--- src/rtl/spi_pkg.sv ---
// Shared SPI-side definitions: arbiter state encoding, packet header tag,
// and the opcode constants decoded by the SPI slave command parser.
package spi_pkg;

    typedef enum logic [1:0] {
        IDLE   = 2'd0,
        HEADER = 2'd1,
        PASS   = 2'd2
    } arb_state_t;

    // Upper nibble of the optional per-packet source-ID header byte.
    localparam logic [3:0] ARB_HDR_TAG = 4'hA;

    // SPI slave command opcodes.
    localparam logic [7:0] SPI_OP_WRITE  = 8'h02;
    localparam logic [7:0] SPI_OP_READ   = 8'h03;
    localparam logic [7:0] SPI_OP_STATUS = 8'h05;
    localparam logic [7:0] SPI_OP_EVENT  = 8'h0B;
    localparam logic [7:0] SPI_OP_RESET  = 8'hFF;

    // Round-robin successor of a source index, modulo n.
    function automatic logic [3:0] rr_next(input logic [3:0] idx, input int unsigned n);
        if (32'(idx) + 32'd1 >= n) begin
            return '0;
        end
        return idx + 4'd1;
    endfunction

endpackage

--- src/rtl/spi_tx_arbiter_rr_pick.sv ---
// rr_pick: combinational round-robin selector. Returns the first asserted
// request at or above ptr (wrapping), as a one-hot vector and an index.
module rr_pick #(
    parameter int unsigned N = 4
) (
    input  logic [N-1:0] req,
    input  logic [3:0]   ptr,
    output logic [N-1:0] gnt,
    output logic [3:0]   idx,
    output logic         any
);

    logic [N-1:0] rot;
    int unsigned  sel;

    // Rotate requests so ptr lands at bit 0, take the lowest set bit,
    // then map the rotated position back to an absolute index.
    always_comb begin
        rot = N'({req, req} >> ptr);
        sel = 0;
        any = 1'b0;
        idx = '0;
        gnt = '0;
        for (int unsigned off = 0; off < N; off++) begin
            if (!any && rot[off]) begin
                any = 1'b1;
                sel = 32'(ptr) + off;
                if (sel >= N) begin
                    sel = sel - N;
                end
                idx = 4'(sel);
            end
        end
        for (int unsigned i = 0; i < N; i++) begin
            gnt[i] = any && (idx == 4'(i));
        end
    end

endmodule

--- src/rtl/spi_tx_arbiter.sv ---
// spi_tx_arbiter: packet-level round-robin arbiter that shares the SPI
// slave's device-to-host byte stream between NUM_SRC producers. Packets stay
// contiguous; stalled producers are aborted after STALL_TIMEOUT idle cycles
// and flush (SPI reset) drops any packet in progress.
// Define SPI_ARB_HEADER_EN to prefix every packet with {ARB_HDR_TAG, id}.
module spi_tx_arbiter
    import spi_pkg::*;
#(
    parameter int unsigned NUM_SRC       = 4,
    parameter int unsigned STALL_TIMEOUT = 255
) (
    input  logic                 clk,
    input  logic                 reset,
    input  logic                 flush,
    input  logic [NUM_SRC*8-1:0] src_data,
    input  logic [NUM_SRC-1:0]   src_vld,
    input  logic [NUM_SRC-1:0]   src_last,
    output logic [NUM_SRC-1:0]   src_rdy,
    output logic [7:0]           out_data,
    output logic                 out_vld,
    input  logic                 out_rdy,
    output logic [NUM_SRC-1:0]   grant,
    output logic                 busy,
    output logic                 stall_err
);

    arb_state_t         state, state_n;
    logic [NUM_SRC-1:0] grant_r, grant_n;
    logic [3:0]         gidx, gidx_n;
    logic [3:0]         ptr, ptr_n;
    logic [7:0]         cnt, cnt_n, cnt_inc;
    logic               serr_r, serr_n;

    logic [NUM_SRC-1:0] pick_gnt;
    logic [3:0]         pick_idx;
    logic               pick_any;

    logic               g_vld;
    logic               g_last;
    logic [7:0]         g_data;

    rr_pick #(.N(NUM_SRC)) u_pick (
        .req (src_vld),
        .ptr (ptr),
        .gnt (pick_gnt),
        .idx (pick_idx),
        .any (pick_any)
    );

    assign grant     = grant_r;
    assign busy      = (state != IDLE);
    assign stall_err = serr_r;

    // State, ownership, pointer, stall counter and error pulse registers.
    always_ff @(posedge clk) begin
        if (reset) begin
            state   <= IDLE;
            grant_r <= '0;
            gidx    <= '0;
            ptr     <= '0;
            cnt     <= '0;
            serr_r  <= 1'b0;
        end else begin
            state   <= state_n;
            grant_r <= grant_n;
            gidx    <= gidx_n;
            ptr     <= ptr_n;
            cnt     <= cnt_n;
            serr_r  <= serr_n;
        end
    end

    // Next-state and output decode; the granted source is selected through
    // the one-hot grant mask so no variable bit-select is needed.
    always_comb begin
        state_n  = state;
        grant_n  = grant_r;
        gidx_n   = gidx;
        ptr_n    = ptr;
        cnt_n    = cnt;
        serr_n   = 1'b0;
        out_data = '0;
        out_vld  = 1'b0;
        src_rdy  = '0;
        cnt_inc  = cnt + 8'd1;

        g_vld  = |(src_vld & grant_r);
        g_last = |(src_last & grant_r);
        g_data = '0;
        for (int unsigned i = 0; i < NUM_SRC; i++) begin
            if (grant_r[i]) begin
                g_data = src_data[8*i +: 8];
            end
        end

        if (flush) begin
            state_n = IDLE;
            grant_n = '0;
            cnt_n   = '0;
        end else begin
            case (state)
                IDLE: begin
                    if (pick_any) begin
                        grant_n = pick_gnt;
                        gidx_n  = pick_idx;
                        cnt_n   = '0;
`ifdef SPI_ARB_HEADER_EN
                        state_n = HEADER;
`else
                        state_n = PASS;
`endif
                    end
                end
`ifdef SPI_ARB_HEADER_EN
                HEADER: begin
                    out_vld  = 1'b1;
                    out_data = {ARB_HDR_TAG, gidx};
                    if (out_rdy) begin
                        state_n = PASS;
                    end
                end
`endif
                PASS: begin
                    out_data = g_data;
                    out_vld  = g_vld;
                    src_rdy  = grant_r & {NUM_SRC{out_rdy}};
                    if (g_vld) begin
                        cnt_n = '0;
                        if (out_rdy && g_last) begin
                            state_n = IDLE;
                            grant_n = '0;
                            ptr_n   = rr_next(gidx, NUM_SRC);
                        end
                    end else begin
                        cnt_n = cnt_inc;
                        if (cnt_inc == 8'(STALL_TIMEOUT)) begin
                            serr_n  = 1'b1;
                            state_n = IDLE;
                            grant_n = '0;
                            cnt_n   = '0;
                            ptr_n   = rr_next(gidx, NUM_SRC);
                        end
                    end
                end
                default: begin
                    state_n = IDLE;
                    grant_n = '0;
                end
            endcase
        end
    end

endmodule

--- config.mk ---
export PLATFORM = sky130hd
export DESIGN_NAME = spi_tx_arbiter
export DESIGN_NICKNAME = d
export VERILOG_FILES = /design/src/rtl/spi_pkg.sv /design/src/rtl/spi_tx_arbiter_rr_pick.sv /design/src/rtl/spi_tx_arbiter.sv
export SDC_FILE = /design/constraint.sdc
export NUM_CORES = 1
export LEC_CHECK = 0
export CORE_UTILIZATION = 51
export DETAILED_ROUTE_END_ITERATION = 10
export PLACE_DENSITY = 0.95
export SLEW_MARGIN = 20
export SYNTH_ARGS = -nofsm -noshare
export SYNTH_HDL_FRONTEND = slang
export SYNTH_SLANG_ARGS = --single-unit
--- constraint.sdc ---
create_clock -name clk -period 7.45 [get_ports clk]
set_input_delay 2.235 -clock clk [delete_from_list [all_inputs] [get_ports clk]]
set_output_delay 2.235 -clock clk [all_outputs]
set_load 0.01 [all_outputs]
==> results.md, run 1 <==
* Status: finished clean
* Worst setup path end: out_vld
* Final period utilization at 85.3%
* Rows at 22
* First drt pass iteration count at 4
* DRC errors left at 0
* Worst setup startpoint: src_vld[0]
* Commonest non-fill, non-tap cells in the layout: clkdlybuf4s50_1, nor2_1, a21oi_1
* Placed Cells incl. Taps at 368
* # IOs at 63
* Power per Cell Area at 102 nW/µm²
* Antenna diodes at 0
* Cts repair resizes at 0
* Post-CTS Setup Inserts at 0
* Warning count from the yosys run at 0
* HP Class: reg -> reg
* Gr ovfl total at 0
* Worst reg-to-reg path cell count at 11
* Slew HR at 49.3%
* # hold bufs at CTS at 0
* Largest net degree at the start of global routing at 22
* FF-to-FF End: grant[0]
* Max-slew violation count at 0
* Overall power at 274 µW
* Die width at 65.0 µm
* Minimum clock period at 6.35 ns
* Final WL at 5460 µm
* Yosys reg bits at 22
* Vias at 2,227
* Fin Setup TNS at 0 ns
* Antenna viol nets, final at 0
* Unique masters post-synth at 52
* # H-tree levels at 1
* Overall Global Routing Usage at 27.8%
* Area of the multi-input gates at 1490 µm²
* Final WS setup at 1.10 ns
* CTS Buf Count at 3
* Place WS at 1.10 ns
* Max Fanout on Critical Path at 4
* Async S/R FF share, synth at 0%
* Dpl hpwl at 4180 µm
* Crit Reg-Reg Startpoint: ptr[0]
* Routed wire per std cell at 14.7 µm
* Commonest non-fill, non-tap cell in the layout: clkdlybuf4s50_1
* Syn avg cell area at 7.40 µm²
* Fin cells at 372
* Worst VDD drop at 0.0606 mV
* CP Capture Type: output pin
* Cells after synthesis at 274
* Sink Count at 22
* R2R Setup Slk at 4.58 ns
* Post-placement cell area at 2630 µm²
* Critical path required time at 5.22 ns
* Syn_nets at 334
* Max Freq at 157 MHz
* Leakage dissipation at 1.03 nW
* Setup CP Type: in -> out
* P&R area growth vs syn at 32.7%
* Buffers on Ports at 62
* First-pass GRT wire length at 9340 µm
* Worst setup SP type: input port
* Vias/cell at 5.99
* Core area at 3740 µm²
* Fin nets at 385
* Register area at 440 µm²
* Longest Clk Path Bufs at 2
* Die Span Y at 65.0 µm
* WHS at 0.518 ns
* Post-Route Skew at 0.00282 ns
* Synth area leader: dfxtp_1
* Layout cells sized above 1 at 5.86%
* Final-report hold violation count at 0
* Post-Syn Area at 2030 µm²
* Share of the synthesized area in the top cell type at 21.7%
* Initial Util at 54.1%
* Clk pin slew, worst setup/hold paths at 0.08 ns
* Slew of the pin with the lowest slew margin at 0.755 ns
* Post-synth EDFFs at 0
* Vias in the first global route at 2,141
* Leading post-synthesis cells by cell area: dfxtp_1, ha_1, nor2_1
* CTS tree: built
* Gp weighted congestion at 0.819
* DIE AREA at 4230 µm²
* RSZ-0062 raised after global routing: no
* Initial antenna violation count at 0
* Iter 0 DRT Violations at 116
* Setup violations, final at 0
* Max_cap viols at 0
* Register area share after synthesis at 21.7%
* CTS Root Cell: clkbuf_8
* Fin util at 71.8%
* Clk Latency, worst-skew pair at 0.27 ns
* WP data arrival at 4.12 ns
* Final Cell Area at 2690 µm²
* Primary FF master, synth: dfxtp_1
* Filler cell count at 295
## worst min path at each step
stage               startpoint      end  cells after the start
floorplan               cnt[7]   cnt[7]                      2
global placement        cnt[7]   cnt[7]                      2
detailed placement     gidx[2]  gidx[2]                      2
CTS                    gidx[2]  gidx[2]                      2
global route           gidx[2]  gidx[2]                      2
finish                 gidx[2]  gidx[2]                      2
## state kept, by name, summed over array words and instances, names as in the netlist
signal	cells
ptr	4
gidx	4
cnt	8
grant	4
stall_err	1
state	1
## cell type report
| type | instances | area share [%] |
|---|---|---|
| repair buffers | 62 | 23.1 |
| flip-flops and latches | 22 | 16.4 |
| well taps | 48 | 2.23 |
| clock buffers | 4 | 2.05 |
| multi-input cells | 229 | 55.3 |
| inverters | 7 | 0.977 |
## per-layer routing
layer / vias to the layer above / track usage (%) / routed length, µm
met5: - / 0 / 0
met4: 0 / 8.42 / 94
met3: 15 / 4.05 / 338
met2: 101 / 51.3 / 2780
met1: 1012 / 32.6 / 2240
li1: 1099 / - / -
## cells by family after synthesis
group / Yosys count / share of synthesized area (%)
compound gates: 83 / 26.7
xor+xnor: 6 / 2.59
fa+ha+maj: 16 / 9.88
buf+inv: 23 / 4.94
flops: 22 / 21.7
mux: 5 / 3.21
simple gates: 119 / 31.0
## critical path, stage by stage
cell and delay (ns):
clkdlybuf4s50_1 0.45, a22o_1 0.25, a221oi_1 0.58, nor2_1 0.09, clkdlybuf4s50_1 0.51
## power breakdown
part / total [mW] / internal, mW / switching [mW]
Clock: 0.0874 / 0.0472 / 0.0402
Combinational: 0.0617 / 0.0352 / 0.0266
Sequential: 0.125 / 0.120 / 0.00476
## cells in the mapped netlist (all sizes together) (5+ instances only)
library cell	instances
nand3	6
ha	16
o21ai	13
a21oi	34
xnor2	5
and3	9
dfxtp	22
nand2	15
buf	6
nand2b	5
or2	5
clkbuf	10
inv	7
a22oi	9
nor2	45
nor2b	9
Note: power is estimated with default switching activity, not from simulation.
==> run 2, diff against run 1 <==
--- a/config.mk
+++ b/config.mk
@@ -7,8 +7,8 @@
 export LEC_CHECK = 0
 export CORE_UTILIZATION = 51
 export DETAILED_ROUTE_END_ITERATION = 10
+export MAX_ROUTING_LAYER = met4
 export PLACE_DENSITY = 0.95
-export SLEW_MARGIN = 20
 export SYNTH_ARGS = -nofsm -noshare
 export SYNTH_HDL_FRONTEND = slang
 export SYNTH_SLANG_ARGS = --single-unit
==> run 2 against run 1 <==
  * Global-route usage rose by 0.79 points
  * Clock power increased by 0.8%
  * Clock-buffer cell count did not move
  * Largest cell class unchanged
==> results.md, run 2 (synthesis results as in run 1) <==
* Cts repair resizes at 0
* Max Fanout on Critical Path at 4
* Final period utilization at 85.5%
* Dpl hpwl at 4180 µm
* # hold bufs at CTS at 0
* Hold path cells at 2
* Most frequent CP cell: clkdlybuf4s50_1
* Post-Route Skew at 0.00262 ns
* Fin util at 71.8%
* Largest net degree at the start of global routing at 22
* Antenna diodes at 0
* Place WS at 1.10 ns
* DIE AREA at 4230 µm²
* Iter 0 DRT Violations at 126
* Clk Latency, worst-skew pair at 0.27 ns
* First drt pass iteration count at 4
* # H-tree levels at 1
* Overall power at 275 µW
* Setup CP Type: in -> out
* Slowest Stage Delay on Critical Path at 0.58 ns
* Core area at 3740 µm²
* WP data arrival at 4.13 ns
* Critical path required time at 5.22 ns
* CTS Root Cell: clkbuf_8
* Max_cap viols at 0
* Clk pin slew, worst setup/hold paths at 0.08 ns
* Layout cells sized above 1 at 5.86%
* Slowest-stage cell, CP: a221oi_1
* Worst reg-to-reg path cell count at 11
* Leakage dissipation at 1.03 nW
* CP cell instances: clkdlybuf4s50_1 > a22o_1 > a221oi_1 > nor2_1 > clkdlybuf4s50_1
* CP Capture Type: output pin
* Commonest non-fill, non-tap cells in the layout: clkdlybuf4s50_1, nor2_1, a21oi_1
* DRC errors left at 0
* Final WS setup at 1.08 ns
* Vias/cell at 5.96
* Initial antenna violation count at 0
* Die width at 65.0 µm
* Final-report hold violation count at 0
* Routed wire per std cell at 14.7 µm
* Max Freq at 157 MHz
* WHS at 0.517 ns
* Overall Global Routing Usage at 28.6%
* Worst VDD drop at 0.0599 mV
* Final WL at 5470 µm
* Status: finished clean
* Setup violations, final at 0
* Longest Clk Path Bufs at 2
* P&R area growth vs syn at 32.7%
* Slew of the pin with the lowest slew margin at 0.791 ns
* CTS tree: built
* Slew HR at 46.8%
* Worst setup SP type: input port
* RSZ-0062 raised after global routing: no
* Filler cell count at 295
* Vias at 2,217
* Antenna viol nets, final at 0
* Post-CTS Setup Inserts at 0
* HP Class: reg -> reg
* Gr ovfl total at 0
* Crit path max-delay family: buffers and inverters
* Minimum clock period at 6.37 ns
* # IOs at 63
* Gp weighted congestion at 0.831
* Critical path buffer and inverter count at 2
* Power per Cell Area at 102 nW/µm²
* Initial Util at 54.1%
* First-pass GRT wire length at 9360 µm
* Die Span Y at 65.0 µm
* Rows at 22
* Sink Count at 22
* Vias in the first global route at 2,147
* Max reg flops at 8
* Buffers on Ports at 62
* Fin nets at 385
* CP Depth at 5
* Commonest non-fill, non-tap cell in the layout: clkdlybuf4s50_1
* Max-slew violation count at 0
* CTS Buf Count at 3
* Fin Setup TNS at 0 ns
* Reg with most FFs: cnt
run 2: cell counts in the layout (fill, tap and decap cells not counted):
Identical to the previous run, type by type.
run 2: final timing paths:
kind | startpoint | to | slack (ns)
min | gidx[2] | gidx[2] | 0.52
min reg2reg | gidx[2] | gidx[2] | 0.52
max | src_vld[0] | out_vld | 1.08
max reg2reg | ptr[0] | grant[0] | 4.58
run 2: cell type report:
cell class	count	area (µm²)	share of cell area [%]
Clock buffer	4	55.1	2.05
Inverter	7	26.3	0.977
Multi-Input combinational cell	229	1490	55.3
Sequential cell	22	440	16.4
Tap cell	48	60.1	2.23
Timing Repair Buffer	62	621	23.1
run 2: report_power, final:
part           switching (mW)  internal (mW)
Combinational          0.0267         0.0352
Sequential            0.00470          0.120
Clock                  0.0408         0.0473
Total                  0.0722          0.203
run 2: through the flow:
stage,area [µm²],cells
after floorplan,2030,274
after global placement,2630,368
after detailed placement,2630,368
after CTS,2690,372
after global routing,2690,372
final,2690,372
run 2: layer usage:
metal	GRT usage (%)	vias up	share of wire, %
met3	3.52	10	6.1
met4	8.42	0	1.4
met5	-	-	0
met1	32.9	1022	41
met2	51.4	93	51
li1	-	1092	-
run 2: tightest hold or removal path, cell delays in order, from the launching register on:
cell and delay, ns:
dfxtp_1 0.33, nor2_1 0.10, a211oi_1 0.05
==> run 3, diff against run 2 <==
--- a/config.mk
+++ b/config.mk
@@ -5,10 +5,11 @@
 export SDC_FILE = /design/constraint.sdc
 export NUM_CORES = 1
 export LEC_CHECK = 0
-export CORE_UTILIZATION = 51
+export CORE_UTILIZATION = 47
+export CTS_CLUSTER_SIZE = 40
 export DETAILED_ROUTE_END_ITERATION = 10
 export MAX_ROUTING_LAYER = met4
-export PLACE_DENSITY = 0.95
+export PLACE_DENSITY = 0.9
 export SYNTH_ARGS = -nofsm -noshare
 export SYNTH_HDL_FRONTEND = slang
 export SYNTH_SLANG_ARGS = --single-unit
==> constraint.sdc (replaced) <==
create_clock -name clk -period 6.3 [get_ports clk]
set_input_delay 1.89 -clock clk [delete_from_list [all_inputs] [get_ports clk]]
set_output_delay 1.89 -clock clk [all_outputs]
set_load 0.01 [all_outputs]
==> run 3 against run 2 <==
  * Via count decreased by 2.9%
  * Sequential share of layout area grew 0.069 points
  * Critical path depth is the same
  * Clock power is 4.9% lower
  * Setup slack lost 0.33 ns
  * Design area down 0.42%
  * Hold slack worse by 0.023 ns
  * Wire length decreased by 6.4%
  * Global-route usage is 3.2 points lower
  * Largest power group unchanged
  * Clock-buffer cell count down 1
  * Flip-flop and latch count unchanged
==> results.md, run 3 (synthesis results as in run 1) <==
* Layout cells sized above 1 at 5.57%
* First-pass GRT wire length at 8800 µm
* Buffers on Ports at 62
* Clk Latency, worst-skew pair at 0.26 ns
* Initial antenna violation count at 0
* Sink Count at 22
* Sequential power share at 48.8%
* Max reg flops at 8
* Crit Reg-Reg Startpoint: ptr[1]
* Worst VDD drop at 0.0976 mV
* Setup violations, final at 0
* Vias in the first global route at 2,040
* Fin util at 66.0%
* Largest net degree at the start of global routing at 22
* Max Fanout on Critical Path at 4
* Worst reg-to-reg path cell count at 10
* FF-to-FF End: grant[3]
* Fin cells at 373
* Gr ovfl total at 0
* First drt pass iteration count at 4
* HP Class: reg -> reg
* Cell Int Power at 226 µW
* Final period utilization at 88.0%
* Max_cap viols at 0
* Dpl hpwl at 3970 µm
* Antenna diodes at 0
* Commonest non-fill, non-tap cell in the layout: clkdlybuf4s50_1
* Hold path cells at 2
* Vias/cell at 5.77
* Routed wire per std cell at 13.7 µm
* # hold bufs at CTS at 0
* Fin Setup TNS at 0 ns
* # H-tree levels at 1
* Rows at 23
* Placed Cells incl. Taps at 370
* Reg with most FFs: cnt
* RSZ-0062 raised after global routing: no
* Commonest non-fill, non-tap cells in the layout: clkdlybuf4s50_1, nor2_1, a21oi_1
* Worst setup SP type: input port
* Slew HR at 51.2%
* # IOs at 63
* Die width at 67.7 µm
* Die Span Y at 67.7 µm
* R2R Setup Slk at 3.43 ns
* Setup CP Type: in -> out
* CTS tree: built
* Power per Cell Area at 113 nW/µm²
* Vias at 2,153
* Filler cell count at 338
* Core area at 4060 µm²
* P&R area growth vs syn at 32.1%
* Post-CTS Setup Inserts at 0
* DRC errors left at 0
* Iter 0 DRT Violations at 85
* Minimum clock period at 5.54 ns
* Final-report hold violation count at 0
* Sw Share at 25.3%
* WP data arrival at 3.65 ns
* DIE AREA at 4580 µm²
* NetSw at 76.5 µW
* Hold EP: cnt[7]
* Final WL at 5120 µm
* CTS Root Cell: clkbuf_8
* Post-Route Skew at 0.00572 ns
* Clk pin slew, worst setup/hold paths at 0.07 ns
* Overall Global Routing Usage at 25.4%
* Clk network pwr share at 27.7%
* Hold Path Origin: cnt[7]
* Cts repair resizes at 0
* Leakage dissipation at 1.03 nW
* Initial Util at 50.0%
* Critical path required time at 4.41 ns
* CTS Buf Count at 3
* Max Freq at 180 MHz
* Fin nets at 385
* Comb power frac at 23.6%
* Antenna viol nets, final at 0
* CP Capture Type: output pin
* Longest Clk Path Bufs at 2
* Status: finished clean
* Overall power at 303 µW
* WHS at 0.493 ns
* Gp weighted congestion at 0.872
* Max-slew violation count at 0
* Slew of the pin with the lowest slew margin at 0.727 ns
## run 3: worst max path at each step
stage               start      end  slack [ns]  cells past startpoint
2_1_floorplan  src_vld[0]  out_vld        1.81                      3
3_3_place_gp   src_vld[0]  out_vld        0.76                      5
3_5_place_dp   src_vld[0]  out_vld        0.74                      5
4_1_cts        src_vld[0]  out_vld        0.74                      5
5_1_grt        src_vld[0]  out_vld        0.64                      5
6_report       src_vld[0]  out_vld        0.76                      5
## run 3: metrics by stage
step | instance area, µm² | setup WS, ns
floorplan | 2030 | 1.81
CTS | 2680 | 0.742
finish | 2680 | 0.757
global placement | 2640 | 0.762
detailed placement | 2640 | 0.743
global route | 2680 | 0.642
## run 3: routing by layer
| metal | up-vias | GRT usage (%) | routed length (µm) |
|---|---|---|---|
| met2 | 84 | 44.3 | 2540 |
| met3 | 6 | 4.56 | 282 |
| li1 | 1085 | - | - |
| met1 | 978 | 30.5 | 2240 |
| met4 | 0 | 3.99 | 57 |
| met5 | - | - | 0 |
## run 3: critical path, cell delays in order
cell and delay, ns:
clkdlybuf4s50_1 0.45, a22o_1 0.24, a221oi_1 0.47, nor2_1 0.09, clkdlybuf4s50_1 0.52
## run 3: cell type report
cell class / instances / area (µm²) / area share (%)
Sequential cell: 22 / 440 / 16.4
Inverter: 7 / 26.3 / 0.981
Clock buffer: 3 / 41.3 / 1.54
Tap cell: 50 / 62.6 / 2.34
Timing Repair Buffer: 62 / 621 / 23.2
Multi-Input combinational cell: 229 / 1490 / 55.5
## run 3: power by group through the flow
stage	registers, mW	logic (mW)	clock network [mW]
finish	0.148	0.0715	0.0838
global route	0.149	0.0790	0.0912
CTS	0.148	0.0716	0.0849
detailed placement	0.151	0.0713	0
global placement	0.151	0.0697	0
floorplan	0.148	0.0352	0
